--- src/rtl/thermometer_scan_decoder.sv ---
// Sequential thermometer-to-binary decoder: scans a captured code LSB first, one bit per clock.
// Optional macro THERM_EARLY_EXIT_EN ends the scan once no ones remain in the shift register.
module thermometer_scan_decoder #(
    parameter int K = 3,
    parameter int W = 7
) (
    input  logic         clk,
    input  logic         rst,
    input  logic         start,
    input  logic [W-1:0] code,
    output logic         busy,
    output logic         done,
    output logic [K-1:0] count,
    output logic         bubble
);

    localparam logic [1:0] IDLE = 2'd0;
    localparam logic [1:0] SCAN = 2'd1;
    localparam logic [1:0] DONE = 2'd2;

    logic [1:0]   state;
    logic [W-1:0] shreg;
    logic [K-1:0] idx;
    logic         zero_seen;
    logic         last_bit;

`ifdef THERM_EARLY_EXIT_EN
    // Trailing zeros cannot change count or bubble, so stop once nothing but zeros is left.
    assign last_bit = (idx == K'(W - 1)) || (shreg[W-1:1] == '0);
`else
    assign last_bit = (idx == K'(W - 1));
`endif

    assign busy = (state != IDLE);
    assign done = (state == DONE);

    // Results are cleared only on an accepted start and otherwise hold until the next one.
    always_ff @(posedge clk or posedge rst) begin
        if (rst) begin
            state     <= IDLE;
            shreg     <= '0;
            idx       <= '0;
            zero_seen <= 1'b0;
            count     <= '0;
            bubble    <= 1'b0;
        end else begin
            case (state)
                IDLE: begin
                    if (start) begin
                        shreg     <= code;
                        idx       <= '0;
                        zero_seen <= 1'b0;
                        count     <= '0;
                        bubble    <= 1'b0;
                        state     <= SCAN;
                    end
                end
                SCAN: begin
                    shreg <= shreg >> 1;
                    idx   <= idx + K'(1);
                    if (shreg[0]) begin
                        if (zero_seen)
                            bubble <= 1'b1;
                        else
                            count <= count + K'(1);
                    end else begin
                        zero_seen <= 1'b1;
                    end
                    if (last_bit)
                        state <= DONE;
                end
                DONE: begin
                    state <= IDLE;
                end
                default: begin
                    state <= IDLE;
                end
            endcase
        end
    end

endmodule
--- config.mk ---
export PLATFORM = sky130hd
export DESIGN_NAME = thermometer_scan_decoder
export DESIGN_NICKNAME = d
export VERILOG_FILES = /design/src/rtl/thermometer_scan_decoder.sv
export SDC_FILE = /design/constraint.sdc
export NUM_CORES = 1
export LEC_CHECK = 0
export ABC_AREA = 1
export CAP_MARGIN = 40
export CORE_MARGIN = 4
export CORE_UTILIZATION = 40
export CTS_CLUSTER_SIZE = 8
export DETAILED_ROUTE_END_ITERATION = 6
export SYNTH_ARGS = -nofsm -noshare
export SYNTH_HDL_FRONTEND = slang
export SYNTH_SLANG_ARGS = --single-unit
export TNS_END_PERCENT = 30
--- constraint.sdc ---
create_clock -name clk -period 1.1 [get_ports clk]
set_input_delay 0.22 -clock clk [delete_from_list [all_inputs] [get_ports clk]]
set_output_delay 0.22 -clock clk [all_outputs]
set_load 0.01 [all_outputs]
; ---- Word-level counts from Yosys, hierarchy flattened
; Index checks and enable logic that the tools add are counted.
[totals]
register_bits = 17
out_inout_bits = 6
elab_cells = 41
[op_classes]
addsub = 2
n_eq_ne = 9
mux = 16
n_reduce_logical = 8
[op_table]
columns = operator, n
row1 = one-hot mux 7 bit (2 select lines), 1
row2 = != test 2 bit (second input constant), 6
row3 = one-hot mux 3 bit (2 select lines), 2
row4 = two-way mux 3 bit, 3
row5 = AND reduction 4 bit, 2
row6 = two-way mux 7 bit, 1
row7 = adder 3 x 1 -> 3 bit (second input constant), 2
row8 = two-way mux 1 bit, 4
row9 = two-way mux 2 bit, 2
row10 = one-hot mux 1 bit (2 select lines), 2
row11 = one-hot mux 2 bit (2 select lines), 1
row12 = AND reduction 2 bit, 2
row13 = nonzero test 2 bit, 2
row14 = == test 3 bit (second input constant), 1
row15 = AND reduction 3 bit, 1
row16 = == test 2 x 1 -> 1 bit (second input constant), 1
row17 = == test 2 bit (second input constant), 1
row18 = logical NOT 2 bit, 1

; ---- Depth between registers and ports, before layout
[depth]
depth_word = 4
ltp_mapped = 6
ltp_nobuf = 6

; ---- Least setup slack after synthesis
; No wires, ideal clock.
[synth_timing]
kind = flip-flop to flip-flop
startpoint = reg count[0]
endpoint = reg count[2]
t_arrival_ps = 893
t_required_ps = 984
path_slack_ps = 91
path_stages_with_launch = 6
path_buffers = 0
period_less_slack_ps = 1009
path_cell_list = dfrtp_1 > ha_1 > xnor2_1 > nor2_1 > nand2_1 > nand2_1
[synth_via]
elab_chain_cells = 4
[synth_lines]
columns = item, line
row1 = start: declaration, 13  ; output logic [K-1:0] count,
row2 = start signal: assignment, 65  ; count <= count + K'(1);
row3 = adder 3 x 1 -> 3 bit, 65
row4 = two-way mux 3 bit, 62  ; if (zero_seen)
row5 = two-way mux 3 bit, 61  ; if (shreg[0]) begin
row6 = one-hot mux 3 bit (2 select lines), 47  ; case (state)
; Every way passes these cells. The select of a mux whose other input is x is not followed.
; A chain may end at the register's enable or synchronous reset.

; ---- Worst setup path after layout
[layout_timing]
startpoint = reg state[1]
endpoint = out busy
[layout_via]
elab_chain_cells = 1
[layout_lines]
columns = item, line
row1 = start: declaration, 21  ; logic [1:0] state;
row2 = start signal: assignment, 40  ; state <= IDLE;
row3 = start signal: assignment, 55  ; state <= SCAN;
row4 = start signal: assignment, 70  ; state <= DONE;
row5 = nonzero test 2 bit, 34  ; assign busy = (state != IDLE);
row6 = end: declaration, 11  ; output logic busy,
; Every way passes these cells.

==> flow_metrics.tcl <==
set metrics [dict create \
    status "complete, but fails checks" \
    violations "negative setup slack" \
    hpwl_mm 1.289 \
    slew-limit-headroom_pct 84.88 \
    nets 144 \
    drive_above_1_share_pct 30.00 \
    dpl_cell_area_sq_um 1119 \
    setup_violations 11 \
    r2r-end "shreg[5]$_DFFE_PP0P_" \
    clkTransAtPathRegs_ps 90 \
    worst-slew-pin-transition_ps 226.8 \
    max_freq_mhz 856.3 \
    cp_max_fo 2 \
    grt_pass1_vias 672 \
    grt_pass1_wl_mm 2.946 \
    cts_max_path_buffers 2 \
    cp.required_ps 880 \
    ir_drop_mv 1.061 \
    stdcell_area_sq_um 1182 \
    power.total_mw 3.028 \
    cts_num_sinks 17 \
    finalClockSkew_ps 1.918 \
    synth-xor-area-share_pct 2.029 \
    layout_common_cells "nand2_1, dfrtp_1, buf_4, nor2_1, clkdlybuf4s50_1" \
    io_buffers 15 \
    insertion_delay_ps 290 \
    endpoint_kind "primary output" \
    cts-htree-levels 1 \
    cp.arrival_ps 950 \
    avgRoutedWirePerCell_microns 10.89 \
    firstDrtPassIters 4 \
    start_util_pct 43.13 \
    fp.dieW_microns 54.46 \
    synth_compound_area_share_pct 13.33 \
    fin_crit_ps 1168 \
    power_switching_mw 1.232 \
    synth_top_cell_area_share_pct 49.28 \
    n_antenna_cell 0 \
    synthMuxAreaShare_pct 0 \
    antenna_found_initial 0 \
    p_clk_share_pct 11.0 \
    core-area_sq_um 2002 \
    power_switching_share_pct 40.69 \
    startpoint_type "flop" \
    timing_hold_violations_final 0 \
    r2r-start "state[1]$_DFFE_PP0P_" \
    reg2reg_slack_ps -30 \
    hp-class "input port to asynchronous set/reset pin" \
    cap_violations 0 \
    cts_inserted_buffers 3 \
    syn_area_sq_um 863.3 \
    slew_viol_final 0 \
    gp_congestion 0.7957 \
    antenna_left 0 \
    cts_root_buf "clkbuf_4" \
    grt_setup_unrepaired "true" \
    yosysWarnings 0 \
    synth_fa_ha_area_share_pct 4.348 \
    timing.final.crit_share_pct 106.2 \
    syn_inst 99 \
    power_frac_comb_pct 54.8 \
    avgSynthCellArea_sq_um 8.720 \
    synth_area_leaders "dfrtp_1, nand2_1, nor2_1" \
    vias 730 \
    grtUsageTotal_pct 14.47 \
    route.detailed.drc 0 \
    synth_seq_area_share_pct 49.28 \
    grt-ovfl-total 0 \
    synth_top_family_by_area "simple AND/OR/NAND/NOR gates" \
    worst_slack_ps -67.88 \
    final_common_cell "nand2_1" \
    crit_type "flop to primary output" \
    synth_nets 112 \
    syn2layout_area_growth_pct 36.96 \
    seq_power_share_pct 34.3 \
    fp.dieH_microns 54.46 \
    io_pins 16 \
    r2r_cells 6 \
    internal_power_mw 1.796 \
    wl_mm 1.710 \
    p_leak_nw 0.5842 \
    num_rows 16 \
    synth-simple-area-share_pct 24.49 \
    cts_hold_buf 0 \
    drtIter0Drc 14 \
    pwr_density_cell_nw_per_um2 2561 \
    ys_ff_latch 17 \
    yosysUniqueCellTypes 18 \
    cts_tree "yes" \
    hold_ws_ps 227.1 \
    vias_per_cell 4.650 \
    grt_start_max_net_pins 18 \
    die_area_sq_um 2965 \
    yosys.area.top_type "dfrtp_1" \
]
[power groups by stage]
stage          clock network (mW)  logic [mW]  registers [mW]
2_1_floorplan                   0       0.991            1.06
3_3_place_gp                    0        1.54            1.06
3_5_place_dp                    0        1.55            1.06
4_1_cts                     0.344        1.54            1.04
5_1_grt                     0.373        1.91            1.07
6_report                    0.332        1.66            1.04
[sequential cells by signal, indices dropped and copies added (netlist names)]
signal     flops
bubble         1
state          2
idx            3
zero_seen      1
shreg          7
count          3
[kinds of logic after synthesis]
family                     count (synthesis)
AOI/OAI and AO/OA                         19
xor gates and xnor gates                   2
adders and majority gates                  3
buffers and inverters                     12
DFF                                       17
and+or+nand+nor                           46
[how the worst max path moves through the flow]
stage / from / endpoint / slack, ps
2_1_floorplan: count[0]$_DFFE_PP0P_ / count[2]$_DFFE_PP0P_ / 90
3_3_place_gp: start / count[1]$_DFFE_PP0P_ / -210
3_5_place_dp: start / count[1]$_DFFE_PP0P_ / -220
4_1_cts: state[1]$_DFFE_PP0P_ / busy / -90
5_1_grt: state[0]$_DFFE_PP0P_ / busy / -130
6_report: state[1]$_DFFE_PP0P_ / busy / -70
[worst max-delay path, stage by stage, from the launching register on]
cell	delay, ps
dfrtp_1	400
nor2_1	100
inv_1	50
buf_6	110
[what timing repair did]
item / in CTS / in global routing
setup buffers: 2 / 0
endpoints found under the setup margin: 15 / 18
resized for setup: 25 / 8
pin swaps: 2 / 1
[metal layers]
layer | global-route usage [%] | routed length [microns]
met5 | 0 | 0
met4 | 8.714 | 32
met3 | 2.452 | 93
met2 | 20.52 | 757
met1 | 20.30 | 826
[cells in the mapped netlist, drive strengths merged]
cell type and instances:
o22ai 1, buf 2, nand2 28, nor2 13, xnor2 2, dfrtp 17
a21oi 6, inv 10, nor3 1, o21ai 12, nand3 4, ha 3
[cell type report]
class	instances	area [sq um]
flip-flops and latches	17	425.4
fillers	192	819.5
clock buffers	4	26.28
repair buffers	29	235.2
well taps	27	33.78
inverters	10	37.54
multi-input cells	70	424.2
[per-stage QoR]
step           setup WS (ps)  setup TNS [ps]  utilization, %  std cells
3_5_place_dp          -223.1           -2812           55.88        151
6_report              -67.88          -258.5           59.06        157
2_1_floorplan          90.73               0               -         99
5_1_grt               -128.7           -1582           59.06        157
3_3_place_gp          -205.8           -2648           55.88        151
4_1_cts               -85.09          -241.1           56.63        157
(Power assumes the default switching activity.)
